<file path="src/rtl/mem_port_arbiter_if.sv">
// Bus bundle between the pipeline ports, the arbiter and the shared sram.
// The slave modport is the arbiter's view; master is the pipeline/sram side.
interface mem_port_arbiter_if #(
  parameter int ADDR_W = 16,
  parameter int DATA_W = 16
);
  logic              if_req;
  logic [ADDR_W-1:0] if_addr;
  logic              if_gnt;
  logic [DATA_W-1:0] if_rdata;
  logic              if_rvalid;
  logic              dm_req;
  logic              dm_we;
  logic [ADDR_W-1:0] dm_addr;
  logic [DATA_W-1:0] dm_wdata;
  logic              dm_gnt;
  logic [DATA_W-1:0] dm_rdata;
  logic              dm_rvalid;
  logic [ADDR_W-1:0] sram_addr;
  logic [DATA_W-1:0] sram_data_in;
  logic              sram_we;
  logic [DATA_W-1:0] sram_data_out;

  modport slave (
    input  if_req, if_addr, dm_req, dm_we, dm_addr, dm_wdata, sram_data_out,
    output if_gnt, if_rdata, if_rvalid, dm_gnt, dm_rdata, dm_rvalid,
           sram_addr, sram_data_in, sram_we
  );

  modport master (
    output if_req, if_addr, dm_req, dm_we, dm_addr, dm_wdata, sram_data_out,
    input  if_gnt, if_rdata, if_rvalid, dm_gnt, dm_rdata, dm_rvalid,
           sram_addr, sram_data_in, sram_we
  );
endinterface

</file>
<file path="src/rtl/mem_port_arbiter.sv">
// Shares one single-port sram between the instruction-fetch port and the
// data port. One access per cycle, command registered onto the sram pins,
// read data returned to its owner two cycles after the grant. The data port
// wins ties unless fetch has been starved for STARVE_LIMIT cycles.
module mem_port_arbiter #(
  parameter int ADDR_W       = 16,
  parameter int DATA_W       = 16,
  parameter int STARVE_LIMIT = 4
) (
  input  logic               clk,
  input  logic               rst,
  mem_port_arbiter_if.slave  bus
);

  typedef enum logic {PRIO_D, PRIO_I} prio_e;

  localparam logic [7:0] STARVE_LAST = 8'(STARVE_LIMIT - 1);

  prio_e             state, state_nxt;
  logic [7:0]        starve_cnt, starve_nxt;
  logic              if_gnt, dm_gnt;

  logic [ADDR_W-1:0] addr_p1;
  logic [DATA_W-1:0] wdata_p1;
  logic              we_p1;
  logic              tag_vld_p1;
  logic              tag_own_p1;   // 1 = fetch owns the read

  logic [DATA_W-1:0] if_rdata_p2, dm_rdata_p2;
  logic              if_vld_p2, dm_vld_p2;

  // Grant selection, starvation counting and priority next-state.
  // The counter clears on the switch to PRIO_I: by then its job is done,
  // and this keeps it within 0..STARVE_LIMIT-1.
  always_comb begin
    if_gnt     = 1'b0;
    dm_gnt     = 1'b0;
    state_nxt  = state;
    starve_nxt = starve_cnt;
    if (rst) begin
      state_nxt  = PRIO_D;
      starve_nxt = 8'd0;
    end else begin
      if_gnt = bus.if_req & (~bus.dm_req | (state == PRIO_I));
      dm_gnt = bus.dm_req & ~if_gnt;
      if (bus.if_req && !if_gnt) starve_nxt = starve_cnt + 8'd1;
      else                       starve_nxt = 8'd0;
      case (state)
        PRIO_D: if (bus.if_req && !if_gnt && starve_cnt == STARVE_LAST) begin
                  state_nxt  = PRIO_I;
                  starve_nxt = 8'd0;
                end
        PRIO_I: if (if_gnt || !bus.if_req) state_nxt = PRIO_D;
        default: state_nxt = PRIO_D;
      endcase
    end
  end

  // Priority state and starvation counter registers.
  always_ff @(posedge clk) begin
    if (rst) begin
      state      <= PRIO_D;
      starve_cnt <= 8'd0;
    end else begin
      state      <= state_nxt;
      starve_cnt <= starve_nxt;
    end
  end

  // Stage p1: register the winning command onto the sram pins and tag reads.
  // A fetch has no write data, so sram_data_in keeps its previous value.
  always_ff @(posedge clk) begin
    if (rst) begin
      addr_p1    <= '0;
      wdata_p1   <= '0;
      we_p1      <= 1'b0;
      tag_vld_p1 <= 1'b0;
      tag_own_p1 <= 1'b0;
    end else begin
      tag_vld_p1 <= if_gnt | (dm_gnt & ~bus.dm_we);
      tag_own_p1 <= if_gnt;
      if (dm_gnt) begin
        addr_p1  <= bus.dm_addr;
        wdata_p1 <= bus.dm_wdata;
        we_p1    <= bus.dm_we;
      end else if (if_gnt) begin
        addr_p1  <= bus.if_addr;
        we_p1    <= 1'b0;
      end else begin
        we_p1    <= 1'b0;
      end
    end
  end

  // Stage p2: capture sram read data into the owning port and pulse its valid.
  always_ff @(posedge clk) begin
    if (rst) begin
      if_rdata_p2 <= '0;
      dm_rdata_p2 <= '0;
      if_vld_p2   <= 1'b0;
      dm_vld_p2   <= 1'b0;
    end else begin
      if_vld_p2 <= tag_vld_p1 & tag_own_p1;
      dm_vld_p2 <= tag_vld_p1 & ~tag_own_p1;
      if (tag_vld_p1 && tag_own_p1)  if_rdata_p2 <= bus.sram_data_out;
      if (tag_vld_p1 && !tag_own_p1) dm_rdata_p2 <= bus.sram_data_out;
    end
  end

  assign bus.if_gnt       = if_gnt;
  assign bus.dm_gnt       = dm_gnt;
  assign bus.sram_addr    = addr_p1;
  assign bus.sram_data_in = wdata_p1;
  assign bus.sram_we      = we_p1;
  assign bus.if_rdata     = if_rdata_p2;
  assign bus.if_rvalid    = if_vld_p2;
  assign bus.dm_rdata     = dm_rdata_p2;
  assign bus.dm_rvalid    = dm_vld_p2;

endmodule
</file>
<file path="src/flat_wrapper.sv">
// flat-port wrapper written by rule: the top's interface ports become plain ports
module mem_port_arbiter_flat 
#(
  parameter int ADDR_W       = 16,
  parameter int DATA_W       = 16,
  parameter int STARVE_LIMIT = 4
)
  (clk, rst, bus_if_req, bus_if_addr, bus_dm_req, bus_dm_we, bus_dm_addr, bus_dm_wdata, bus_sram_data_out, bus_if_gnt, bus_if_rdata, bus_if_rvalid, bus_dm_gnt, bus_dm_rdata, bus_dm_rvalid, bus_sram_addr, bus_sram_data_in, bus_sram_we);
  mem_port_arbiter_if #(.ADDR_W(ADDR_W), .DATA_W(DATA_W)) bus_i ();
  input  logic clk;
  input  logic rst;
  input wire logic [$bits(bus_i.if_req)-1:0] bus_if_req;
  input wire logic [$bits(bus_i.if_addr)-1:0] bus_if_addr;
  input wire logic [$bits(bus_i.dm_req)-1:0] bus_dm_req;
  input wire logic [$bits(bus_i.dm_we)-1:0] bus_dm_we;
  input wire logic [$bits(bus_i.dm_addr)-1:0] bus_dm_addr;
  input wire logic [$bits(bus_i.dm_wdata)-1:0] bus_dm_wdata;
  input wire logic [$bits(bus_i.sram_data_out)-1:0] bus_sram_data_out;
  output wire logic [$bits(bus_i.if_gnt)-1:0] bus_if_gnt;
  output wire logic [$bits(bus_i.if_rdata)-1:0] bus_if_rdata;
  output wire logic [$bits(bus_i.if_rvalid)-1:0] bus_if_rvalid;
  output wire logic [$bits(bus_i.dm_gnt)-1:0] bus_dm_gnt;
  output wire logic [$bits(bus_i.dm_rdata)-1:0] bus_dm_rdata;
  output wire logic [$bits(bus_i.dm_rvalid)-1:0] bus_dm_rvalid;
  output wire logic [$bits(bus_i.sram_addr)-1:0] bus_sram_addr;
  output wire logic [$bits(bus_i.sram_data_in)-1:0] bus_sram_data_in;
  output wire logic [$bits(bus_i.sram_we)-1:0] bus_sram_we;
  assign bus_i.if_req = bus_if_req;
  assign bus_i.if_addr = bus_if_addr;
  assign bus_i.dm_req = bus_dm_req;
  assign bus_i.dm_we = bus_dm_we;
  assign bus_i.dm_addr = bus_dm_addr;
  assign bus_i.dm_wdata = bus_dm_wdata;
  assign bus_i.sram_data_out = bus_sram_data_out;
  assign bus_if_gnt = bus_i.if_gnt;
  assign bus_if_rdata = bus_i.if_rdata;
  assign bus_if_rvalid = bus_i.if_rvalid;
  assign bus_dm_gnt = bus_i.dm_gnt;
  assign bus_dm_rdata = bus_i.dm_rdata;
  assign bus_dm_rvalid = bus_i.dm_rvalid;
  assign bus_sram_addr = bus_i.sram_addr;
  assign bus_sram_data_in = bus_i.sram_data_in;
  assign bus_sram_we = bus_i.sram_we;
  mem_port_arbiter #(.ADDR_W(ADDR_W), .DATA_W(DATA_W), .STARVE_LIMIT(STARVE_LIMIT)) u_core (.clk(clk), .rst(rst), .bus(bus_i));
endmodule
</file>
<file path="config.mk">
export PLATFORM = sky130hd
export DESIGN_NAME = mem_port_arbiter_flat
export DESIGN_NICKNAME = d
export VERILOG_FILES = /design/src/rtl/mem_port_arbiter_if.sv /design/src/rtl/mem_port_arbiter.sv /design/src/flat_wrapper.sv
export SDC_FILE = /design/constraint.sdc
export NUM_CORES = 1
export LEC_CHECK = 0
export ABC_CLOCK_PERIOD_IN_PS = 1600
export CORE_ASPECT_RATIO = 0.5
export CORE_MARGIN = 3
export CORE_UTILIZATION = 40
export DETAILED_ROUTE_END_ITERATION = 8
export GPL_TIMING_DRIVEN = 0
export PLACE_DENSITY = 0.78
export SYNTH_ARGS = -nofsm -noshare
export SYNTH_HDL_FRONTEND = slang
export SYNTH_SLANG_ARGS = --single-unit
</file>
<file path="constraint.sdc">
create_clock -name clk -period 1.6 [get_ports clk]
set_input_delay 0.32 -clock clk [delete_from_list [all_inputs] [get_ports clk]]
set_output_delay 0.32 -clock clk [all_outputs]
set_load 0.05 [all_outputs]
</file>
## Yosys cells after proc, flatten, opt, wreduce, memory -nomap -nowiden

Index checks and enable logic that the tools add are counted.

| cells by class | value |
|---|---|
| add/subtract/negate cells | 1 |
| equality and inequality tests | 1 |
| mux-type cells | 10 |
| bitwise gates (word level) | 13 |
| reductions and logical operators | 10 |

Operators with widths:

| kind | count |
|---|---|
| 16-bit 2-to-1 mux | 2 |
| 8-bit 2-to-1 mux | 3 |
| 8-bit by 1-bit adder with 8-bit output, second input constant | 1 |
| 8-bit by 2-bit == test with 1-bit output, second input constant | 1 |
| 1-bit NOT | 6 |
| 1-bit bitwise AND | 5 |
| 1-bit logical AND | 4 |
| 1-bit 2-to-1 mux | 4 |
| 1-bit logical NOT | 3 |
| 1-bit OR | 2 |
| 1-bit case mux with 2 select lines | 1 |
| 2-bit nonzero test | 1 |
| 2-bit OR reduction | 1 |
| 1-bit logical OR | 1 |

| word-level totals | value |
|---|---|
| register bits | 78 |
| logic and storage cells | 46 |

## Depth between registers and ports, before layout

Gate-level depths: netlist (run 1).

| logic depth | value |
|---|---|
| depth after elaboration | 8 |
| gate-level depth with buffers | 5 |

## Worst setup path before layout (run 1)

No wires, ideal clock.

| timing | value |
|---|---|
| path kind | register to register |
| from | register u_core.starve_cnt[0] |
| to | register u_core.starve_cnt[2] |
| library setup time | 123 ps |
| data arrival time | 1353 ps |
| data required time | 1477 ps |
| path slack | 125 ps |
| stages on the path, launching flop included | 5 |
| buffers on the path | 0 |
| period minus slack after synthesis | 1475 ps |
| path through | dfxtp_1 ha_1 or4b_4 o211ai_4 nor2_1 |

| between the ends | value |
|---|---|
| word-level cells in the longest chain between the ends | 4 |
| elaborated cells between the ends (all ways) | 6 |
| classes of those cells | add/sub: 1; eq/ne: 1; mux: 3; reduce/logical: 1 |

Ends and longest elaborated chain:

| item | line | RTL |
|---|---|---|
| start: declaration | mem_port_arbiter.sv:20 | `logic [7:0] starve_cnt, starve_nxt;` |
| start signal: assignment | mem_port_arbiter.sv:66 | `starve_cnt <= starve_nxt;` |
| 8-bit by 1-bit adder with 8-bit output / 8-bit by 2-bit == test with 1-bit output (equally long branches) | mem_port_arbiter.sv:46, mem_port_arbiter.sv:49 |  |
| 8-bit 2-to-1 mux / 1-bit logical AND (equally long branches) | mem_port_arbiter.sv:46, mem_port_arbiter.sv:49 |  |
| 8-bit 2-to-1 mux | mem_port_arbiter.sv:49 | `PRIO_D: if (bus.if_req && !if_gnt && starve_cnt == STARVE_LAST) begin` |
| 8-bit 2-to-1 mux (*) | mem_port_arbiter.sv:48 | `case (state)` |

Every way passes the cells marked *; elsewhere a longest branch is shown, timed or not.
A chain may end at the register's enable or synchronous reset.

## Final worst setup path (run 1)

| timing | value |
|---|---|
| from | register u_core.wdata_p1[11] (netlist: u_core.bus.sram_data_in[11]) |
| to | output bus_sram_data_in[11] |

RTL lines:

| item | line | RTL |
|---|---|---|
| start: declaration | mem_port_arbiter.sv:24 | `logic [DATA_W-1:0] wdata_p1;` |
| start signal: assignment | mem_port_arbiter.sv:84 | `wdata_p1 <= bus.dm_wdata;` |
| end: declaration | flat_wrapper.sv:26 | `output wire logic [$bits(bus_i.sram_data_in)-1:0] bus_sram_data_in;` |

No word-level cell between the ends.

==> results of run 1 <==
==> worst min-delay path: cells and delay by family <==
kind / cells / cell delay, ns
and+or+nand+nor: 2 / 0.17
buffers and inverters: 1 / 0.12
==> synthesized netlist by cell type, types with 2 or more instances <==
cell	n	area [um^2]
nor2_1	22	82.58
o21ai_1	4	20.02
dfxtp_1	78	1562
or3_1	3	18.77
clkbuf_1	15	56.30
buf_2	9	45.04
a21oi_1	35	175.2
inv_1	2	7.510
xnor2_1	2	17.52
nand3_1	36	180.2
and2_1	4	25.02
nand2_1	67	251.5
and3_1	2	12.51
o21ai_0	31	155.2
nor2b_1	4	25.02
a311oi_1	16	140.1
buf_4	5	37.54
nand2b_1	19	118.9
or4b_4	2	27.53
==> repair_timing <==
item	in CTS	in global routing
setup endpoints to repair	99	17
buffers inserted	1	3
gates resized for setup	91	14
hold buffers	0	0
pin swaps	2	2
==> worst max-delay path by stage <==
stage	from	end	slack, ns	cells after the start
final	u_core.bus.sram_data_in[11]	bus_sram_data_in[11]	0.06	1
after global routing	u_core.bus.if_rdata[7]	bus_if_rdata[7]	0.003	1
after CTS	rst	bus_dm_gnt	-0.11	6
after detailed placement	rst	bus_dm_gnt	-1.34	6
after global placement	rst	bus_dm_gnt	-1.31	6
after floorplan	u_core.starve_cnt[0]	u_core.starve_cnt[2]	0.12	4
==> cells by family (layout without fill, tap and decap cells) <==
logic type,after synthesis,after routing,share of synthesized area
and+or+nand+nor,162,162,0.2505
AOI/OAI and AO/OA,89,89,0.1743
DFF,78,78,0.5142
buffers and inverters,31,187,0.04821
xor gates and xnor gates,3,3,0.008654
adders and majority gates,1,1,0.004120
==> registers in the layout, indices dropped and copies added (netlist names) <==
signal,count
u_core.tag_vld_p1,1
u_core.bus.dm_rdata,16
u_core.bus.sram_addr,16
u_core.bus.dm_rvalid,1
u_core.bus.if_rdata,16
u_core.bus.sram_data_in,16
u_core.starve_cnt,8
u_core.bus.if_rvalid,1
u_core.tag_own_p1,1
u_core.bus.sram_we,1
u_core.state,1
==> metrics by stage <==
stage               utilization  std cells  setup WS (ns)  setup TNS (ns)
floorplan                     -        364         0.1248               0
global placement         0.6447        593         -1.310          -25.54
detailed placement       0.6447        593         -1.340          -27.85
CTS                      0.6808        610        -0.1144         -0.1144
global route             0.6850        612       0.002795               0
finish                   0.6850        612        0.05962               0
==> cell type report <==
cell class	instances	area, um^2	share of cell area
Timing Repair Buffer	141	1310	0.2726
Tap cell	92	115.1	0.02395
Multi-Input combinational cell	255	1356	0.2822
Inverter	2	7.507	0.001562
Sequential cell	78	1565	0.3257
Clock buffer	11	252.7	0.05259
Buffer	28	141.4	0.02942
Clock inverter	5	57.56	0.01198
==> report_power, final <==
group	switching, W	leakage (nW)	internal [W]	total (W)
logic	0.000559	1.23	0.000337	0.000897
clock network	0.000786	0.155	0.00129	0.00208
registers	0.0000458	0.640	0.00204	0.00208
==> layer usage <==
metal / up-vias / wire length [um]
li1: 1549 / -
met1: 1466 / 4067
met2: 79 / 4457
met3: 14 / 466
met4: 0 / 130
met5: - / 0
==> impl_metrics.env, run 1 <==
export IMPL_initial_utilization=0.4329
export IMPL_crit_slowest_cell="dlygate4sd2_1"
export IMPL_max_slew_worst_pin_slew_ns=0.5291
export IMPL_finalCriticalPeriod_ns=1.540
export IMPL_cts_path_max_buffers=2
export IMPL_grt_start_max_net_pins=14
export IMPL_syn2layout_area_growth_pct=58.26
export IMPL_via_per_inst=5.078
export IMPL_worstPathCellList="dlygate4sd2_1"
export IMPL_holdPathStages=3
export IMPL_synth_flop_cell="dfxtp_1"
export IMPL_timing_rr_start="u_core.starve_cnt[0]"
export IMPL_crit_buf_inv=1
export IMPL_vias=3108
export IMPL_cts_made_buffers=9
export IMPL_drive_above_1_share=0.09423
export IMPL_clk_latency_ns=0.34
export IMPL_avgSynthCellArea_um2=8.342
export IMPL_drtIter0Drc=185
export IMPL_max_cap_violations=0
export IMPL_crit_family="buffers and inverters"
export IMPL_drt_antenna_violating_nets=0
export IMPL_reg2reg_slack_ns=0.10
export IMPL_grt_pass1_wl_um=14340
export IMPL_dpl_hpwl_um=6502
export IMPL_met1_usage=0.2566
export IMPL_reg2reg_to="u_core.starve_cnt[3]"
export IMPL_critPathKind="flip-flop to output pin"
export IMPL_synthesis_area_um2=3037
export IMPL_power_total_w=0.005057
export IMPL_place_gp_congestion=0.8054
export IMPL_fmax_ghz=0.6492
export IMPL_setup_viol=0
export IMPL_fin_crit_sh=0.9627
export IMPL_ys_seq_area_frac=0.5142
export IMPL_n_fill_cell=620
export IMPL_yosys_warnings=0
export IMPL_finalNetCount=585
export IMPL_fp_dieH_um=67.61
export IMPL_final_cell_mix="dfxtp_1, nand2_1, dlygate4sd2_1"
export IMPL_layout_commonest_cell="dfxtp_1"
export IMPL_dpl_cell_area_um2=4523
export IMPL_netlist_instances=364
export IMPL_ys_seq_elements=78
export IMPL_antenna_found_initial=0
export IMPL_crit_fanout=2
export IMPL_crit_arrival_ns=1.22
export IMPL_synth_distinct_cells=27
export IMPL_num_antenna_cells=0
export IMPL_hp_class="input port to flip-flop"
export IMPL_overflow=0
export IMPL_pin_count=138
export IMPL_port_buffers=137
export IMPL_routed_wl_um=9122
export IMPL_p_per_area_nw_per_um2=1052
export IMPL_use_met3=0.06793
export IMPL_h_tree_depth=3
export IMPL_critPathLaunchType="flip-flop"
export IMPL_final_cell_area_um2=4806
export IMPL_fp_row_count=21
export IMPL_async_flop_share=0
export IMPL_busiest_layer="met2"
export IMPL_slew_violations=0
export IMPL_cts_tree="built"
export IMPL_syn_nets=434
export IMPL_wire_per_inst_um=14.91
export IMPL_rr_worst_depth=4
export IMPL_whs_endpoint="u_core.state"
export IMPL_die_area_um2=8737
export IMPL_grt_usage=0.2109
export IMPL_crit_path_max_incr_delay_ns=0.55
export IMPL_firstDrtPassIters=4
export IMPL_hold_viol_final=0
export IMPL_maxSlewHeadroom=0.6486
export IMPL_cp_end_kind="output pin"
export IMPL_min_from="bus_dm_req"
export IMPL_p_leak_nw=2.022
export IMPL_dieWidth_um=129.2
export IMPL_cts_sinks=78
export IMPL_cp_required_ns=1.28
export IMPL_detail_route_drc_violations=0
export IMPL_clkTransAtPathRegs_ns=0.06
export IMPL_synth_edf_count=0
export IMPL_clock_skew_ns=0.006917
export IMPL_whs_ns=0.3128
export IMPL_root_buffer="clkbuf_16"
export IMPL_use_met2=0.3512
export IMPL_ir_drop_uv=598.7
export IMPL_core_um2=7015
export IMPL_first_global_vias=2885
export IMPL_rsz0062_at_grt="false"
export IMPL_status="finished, final reports clean"
Power figures use the tool's default switching activity.
==> run 2: changes to the inputs <==
Settings changed: ABC_AREA set to 1, ABC_CLOCK_PERIOD_IN_PS 1600 to 1900, PLACE_DENSITY 0.78 to 0.76.
Clock period 1.6 ns to 1.9 ns, I/O delays scaled along.
==> run 2 against run 1 <==
Effect of this change: first-iteration DRC count down 33%; non-clock buffer count fell by 8; global-route usage fell by 1.2 points; wire length fell by 1.6%; total power decreased by 13%; utilization decreased by 1.9 points; critical endpoint is now bus_sram_addr[9].
==> impl_metrics.env, run 2 <==
export IMPL_via_per_inst=4.607
export IMPL_p_per_area_nw_per_um2=874.3
export IMPL_cts_tree="built"
export IMPL_avgSynthCellArea_um2=7.629
export IMPL_synth_distinct_cells=25
export IMPL_initial_utilization=0.4243
export IMPL_vias=3142
export IMPL_crit_path_max_incr_delay_ns=0.84
export IMPL_fp_row_count=22
export IMPL_die_area_um2=9206
export IMPL_layout_commonest_cell="clkdlybuf4s50_1"
export IMPL_reg2reg_to="u_core.bus.dm_rdata[7]"
export IMPL_synth_edf_count=0
export IMPL_p_leak_nw=2.170
export IMPL_core_um2=7570
export IMPL_fmax_ghz=0.5334
export IMPL_worstPathCellList="clkdlybuf4s50_1"
export IMPL_rsz0062_at_grt="false"
export IMPL_yosys_warnings=0
export IMPL_drtIter0Drc=124
export IMPL_cts_path_max_buffers=2
export IMPL_firstDrtPassIters=4
export IMPL_dieWidth_um=132.7
export IMPL_clkTransAtPathRegs_ns=0.06
export IMPL_whs_ns=0.3029
export IMPL_slew_violations=0
export IMPL_critPathKind="flip-flop to output pin"
export IMPL_cp_end_kind="output pin"
export IMPL_routed_wl_um=8978
export IMPL_drive_above_1_share=0.08885
export IMPL_synth_area_leaders="dfxtp_1, nor2_1, nand2_1, nand3_1, o21ai_0"
export IMPL_setup_viol=0
export IMPL_final_cell_mix="clkdlybuf4s50_1, nor2_1, dfxtp_1"
export IMPL_yosysMostFrequentCell="nor2_1"
export IMPL_hp_class="input port to flip-flop"
export IMPL_regArea_um2=1562
export IMPL_crit_buf_inv=1
export IMPL_num_antenna_cells=0
export IMPL_cp_required_ns=1.52
export IMPL_ir_drop_uv=552.9
export IMPL_synth_top_cells_by_count="nor2_1, dfxtp_1, nand2_1"
export IMPL_synth_top_area_cell="dfxtp_1"
export IMPL_synth_flop_cell="dfxtp_1"
export IMPL_crit_slowest_cell="clkdlybuf4s50_1"
export IMPL_place_gp_congestion=0.8050
export IMPL_max_slew_worst_pin_slew_ns=0.5592
export IMPL_reg2reg_slack_ns=0.56
export IMPL_cts_sinks=78
export IMPL_final_util=0.6656
export IMPL_async_flop_share=0
export IMPL_detail_route_drc_violations=0
export IMPL_netlist_instances=421
export IMPL_clock_skew_ns=0.004346
export IMPL_crit_fanout=2
export IMPL_hold_viol_final=0
export IMPL_n_fill_cell=667
export IMPL_cp_num_cells=1
export IMPL_ys_seq_elements=78
export IMPL_crit_arrival_ns=1.49
export IMPL_yosysTopAreaCellShare=0.4862
export IMPL_cts_made_buffers=9
export IMPL_maxSlewHeadroom=0.6260
export IMPL_ys_seq_area_frac=0.4862
export IMPL_root_buffer="clkbuf_16"
export IMPL_finalNetCount=640
export IMPL_finalCriticalPeriod_ns=1.875
export IMPL_fin_crit_sh=0.9867
export IMPL_syn_nets=491
export IMPL_pin_count=138
export IMPL_port_buffers=137
export IMPL_stdcell_count=682
export IMPL_rr_worst_depth=6
export IMPL_grt_usage=0.1986
export IMPL_crit_end="bus_sram_addr[9]"
export IMPL_timing_rr_start="u_core.tag_vld_p1"
export IMPL_synthesis_area_um2=3212
export IMPL_wire_per_inst_um=13.16
export IMPL_overflow=0
export IMPL_h_tree_depth=3
export IMPL_syn2layout_area_growth_pct=56.88
export IMPL_grt_start_max_net_pins=13
export IMPL_dpl_hpwl_um=6737
export IMPL_cp_startpoint="u_core.bus.sram_addr[9]"
export IMPL_clk_latency_ns=0.33
export IMPL_max_cap_violations=0
export IMPL_critPathLaunchType="flip-flop"
export IMPL_multi_input_area_um2=1450
export IMPL_grt_pass1_wl_um=14840
export IMPL_drt_antenna_violating_nets=0
export IMPL_crit_family="buffers and inverters"
export IMPL_first_global_vias=3044
export IMPL_status="finished, final reports clean"
export IMPL_antenna_found_initial=0
export IMPL_fp_dieH_um=69.36
export IMPL_dp_cells=666
-- run 2: cell count changes after synthesis, moves of 13 or more --
cell	before	now
nand3b_1	0	17
a21boi_1	0	13
nor2_1	22	114
a21oi_1	35	0
nand2b_1	19	0
a311oi_1	16	0
-- run 2: how the worst min path moves through the flow --
stage,from,to,slack (ns),cells after the start
finish,rst,u_core.bus.if_rvalid,0.30,2
global route,rst,u_core.bus.if_rvalid,0.31,2
CTS,u_core.starve_cnt[0],u_core.starve_cnt[0],0.45,1
detailed placement,u_core.starve_cnt[0],u_core.starve_cnt[0],0.44,1
global placement,u_core.starve_cnt[0],u_core.starve_cnt[0],0.43,1
floorplan,u_core.starve_cnt[0],u_core.starve_cnt[0],0.42,1
-- run 2: layout make-up --
class | count | area share
buffer | 23 | 0.03005
multi-input combinational | 305 | 0.2878
sequential | 78 | 0.3099
tap | 108 | 0.02682
inverter | 15 | 0.01316
clock buffer | 11 | 0.04817
clock inverter | 4 | 0.009436
timing repair buffer | 138 | 0.2746
-- run 2: report_power, final --
part           switching, W  internal (W)  leakage (nW)
Sequential        0.0000429       0.00173         0.639
Combinational      0.000573      0.000385          1.39
Clock              0.000635       0.00104         0.141
Total               0.00125       0.00315          2.17
-- run 2: timing repair --
action	in CTS	in global routing
hold endpoints to repair	0	0
endpoints found under the setup margin	2	6
resized for setup	18	12
hold buffers	0	0
setup buffers	0	1
-- run 2: cell families after synthesis --
kind of cell,after synthesis,share of synthesized area
AOI/OAI and AO/OA,49,0.09232
xor gates and xnor gates,4,0.01091
adders and majority gates,1,0.003895
buffers and inverters,38,0.06505
DFF,78,0.4862
and+or+nand+nor,251,0.3416
-- run 2: stage by stage --
step / area, um^2 / worst slack, ns / setup TNS (ns) / power, W
2_1_floorplan: 3212 / 0.3812 / 0 / 0.002368
3_3_place_gp: 4718 / -0.9145 / -2.162 / 0.002753
3_5_place_dp: 4718 / -0.9107 / -2.866 / 0.002762
4_1_cts: 5010 / -0.01813 / -0.01813 / 0.004430
5_1_grt: 5039 / 0.00002542 / 0 / 0.004577
6_report: 5039 / 0.02525 / 0 / 0.004405
-- run 2: layer usage --
layer  up-vias  part of all wire  global-route usage
met5         -                 0                   0
met2        72              0.48              0.3433
li1       1646                 -                   -
met4         0             0.012             0.05300
met3         9             0.046             0.05725
met1      1415              0.46              0.2438
==> run 3: changes to the inputs <==
--- a/config.mk
+++ b/config.mk
@@ -12,6 +12,6 @@
 export CORE_UTILIZATION = 40
 export DETAILED_ROUTE_END_ITERATION = 8
+export DONT_BUFFER_PORTS = 1
 export GPL_TIMING_DRIVEN = 0
-export PLACE_DENSITY = 0.76
 export SYNTH_ARGS = -nofsm -noshare
 export SYNTH_HDL_FRONTEND = slang
==> constraint.sdc (replaced) <==
create_clock -name clk -period 1.9 [get_ports clk]
set_input_delay 0.475 -clock clk [delete_from_list [all_inputs] [get_ports clk]]
set_output_delay 0.475 -clock clk [all_outputs]
set_load 0.05 [all_outputs]
==> run 3 against run 2 <==
Effect of this change: non-clock buffer count shrank 138; clock skew is essentially flat; clock power is essentially flat; register-to-register slack is essentially flat; critical path type unchanged; first-iteration DRC count grew 23%; clock-buffer cell count grew 2; flip-flop and latch count is the same; worst hold slack lost 0.086 ns.
==> impl_metrics.env, run 3 (synthesis results as in run 2) <==
export IMPL_status="finished, final reports clean"
export IMPL_routed_wl_um=7852
export IMPL_reg2reg_slack_ns=0.55
export IMPL_core_um2=7570
export IMPL_holdPathStages=1
export IMPL_root_buffer="clkbuf_16"
export IMPL_critPathLaunchType="flip-flop"
export IMPL_cts_made_buffers=9
export IMPL_p_leak_nw=1.579
export IMPL_dp_cells=529
export IMPL_cp_required_ns=1.42
export IMPL_grt_usage=0.1740
export IMPL_syn2layout_area_growth_pct=13.63
export IMPL_fmax_ghz=0.5571
export IMPL_clk_latency_ns=0.33
export IMPL_via_per_inst=4.763
export IMPL_finalNetCount=502
export IMPL_clkTransAtPathRegs_ns=0.05
export IMPL_internal_power_w=0.002871
export IMPL_final_cell_mix="nor2_1, dfxtp_1, nand2_1"
export IMPL_maxSlewHeadroom=0.6255
export IMPL_vias=2591
export IMPL_power_total_w=0.004061
export IMPL_hold_viol_final=0
export IMPL_whs_endpoint="u_core.bus.if_rvalid"
export IMPL_max_cap_violations=0
export IMPL_whs_ns=0.2167
export IMPL_grt_pass1_wl_um=12790
export IMPL_crit_fanout=10
export IMPL_layout_commonest_cell="nor2_1"
export IMPL_wire_per_inst_um=14.43
export IMPL_fin_crit_sh=0.9448
export IMPL_crit_arrival_ns=1.32
export IMPL_setup_viol=0
export IMPL_rr_worst_depth=5
export IMPL_port_buffers=0
export IMPL_cp_end_kind="output pin"
export IMPL_die_area_um2=9206
export IMPL_h_tree_depth=3
export IMPL_p_per_area_nw_per_um2=1113
export IMPL_pin_count=138
export IMPL_fp_row_count=22
export IMPL_first_global_vias=2502
export IMPL_antenna_found_initial=1
export IMPL_max_slew_worst_pin_slew_ns=0.5610
export IMPL_combPwrFrac=0.077
export IMPL_finalCriticalPeriod_ns=1.795
export IMPL_detail_route_drc_violations=0
export IMPL_num_antenna_cells=0
export IMPL_initial_utilization=0.4243
export IMPL_sw_frac_of_total=0.2929
export IMPL_stdcell_count=544
export IMPL_min_from="rst"
export IMPL_rsz0062_at_grt="false"
export IMPL_ir_drop_uv=566.9
export IMPL_dieWidth_um=132.7
export IMPL_cts_path_max_buffers=2
export IMPL_cts_tree="built"
export IMPL_critPathKind="flip-flop to output pin"
export IMPL_firstDrtPassIters=4
export IMPL_overflow=0
export IMPL_fp_dieH_um=69.36
export IMPL_place_gp_congestion=0.7523
export IMPL_p_clk_frac=0.406
export IMPL_drive_above_1_share=0.1101
export IMPL_timing_rr_start="u_core.tag_own_p1"
export IMPL_pwr_share_seq=0.517
export IMPL_grt_start_max_net_pins=13
export IMPL_clock_skew_ns=0.004346
export IMPL_drt_antenna_violating_nets=0
export IMPL_power_net_switching_w=0.001189
export IMPL_slew_violations=0
export IMPL_drtIter0Drc=153
export IMPL_cts_sinks=78
export IMPL_fin_setup_tns_ns=0
export IMPL_dpl_hpwl_um=5876
export IMPL_reg2reg_to="u_core.bus.if_rdata[7]"
export IMPL_hp_class="input port to flip-flop"
export IMPL_cts_hold_buf=0
[run 3: changes by cell type in the layout (fill, tap and decap cells not counted), sizes merged, moves of 2 or more]
cell           change
clkdlybuf4s50    -128
dlymetal6s2s       -4
buf                -3
clkinv             -2
clkinvlp           +2
[run 3: per-stage QoR]
stage	worst slack [ns]	utilization	cell area (um^2)
finish	0.1049	0.4821	3650
detailed placement	0.1083	0.4421	3347
CTS	0.04887	0.4836	3661
global route	0.01454	0.4821	3650
global placement	0.1073	0.4421	3347
floorplan	0.1912	-	3212
[run 3: how the worst max path moves through the flow]
stage,end,from,depth (start not counted)
floorplan,bus_if_gnt,bus_dm_req,5
global placement,bus_if_gnt,rst,5
detailed placement,bus_if_gnt,rst,5
CTS,bus_if_gnt,u_core.state,6
global route,bus_dm_gnt,u_core.state,6
finish,bus_dm_gnt,u_core.state,6
[run 3: what timing repair did]
action | in CTS | in global routing
setup endpoints to repair | 1 | 2
setup buffers | 1 | 0
gates resized for setup | 3 | 1
pin swaps | 0 | 0
[run 3: area by class of cell]
class                      count  area [um^2]
buffer                        22        143.9
clock buffer                  13        280.3
clock inverter                 2        15.01
fill                         780         3920
inverter                      15        65.06
multi-input combinational    305         1441
sequential                    78         1562
tap                          108        135.1
timing repair buffer           1        7.507
[run 3: power groups by stage]
stage                     Sequential [W]  Clock, W  Combinational [W]
final                            0.00210   0.00165           0.000313
after global placement           0.00214         0           0.000310
after global routing             0.00211   0.00177           0.000364
after detailed placement         0.00214         0           0.000314
after floorplan                  0.00211         0           0.000256
after CTS                        0.00210   0.00170           0.000318
[run 3: worst max-delay path: stages (launching register included)]
cell and delay [ns]:
dfxtp_1 0.30, inv_1 0.08, nand2_2 0.08, nand2_4 0.12, nand2_4 0.11, inv_4 0.12
buf_8 0.18
[run 3: routing by layer]
metal	up-vias	global-route usage	routed length (um)
met5	-	0	13
met4	2	0.04493	70
met3	10	0.09638	830
met2	83	0.2705	3502
met1	1124	0.2098	3435
li1	1372	-	-
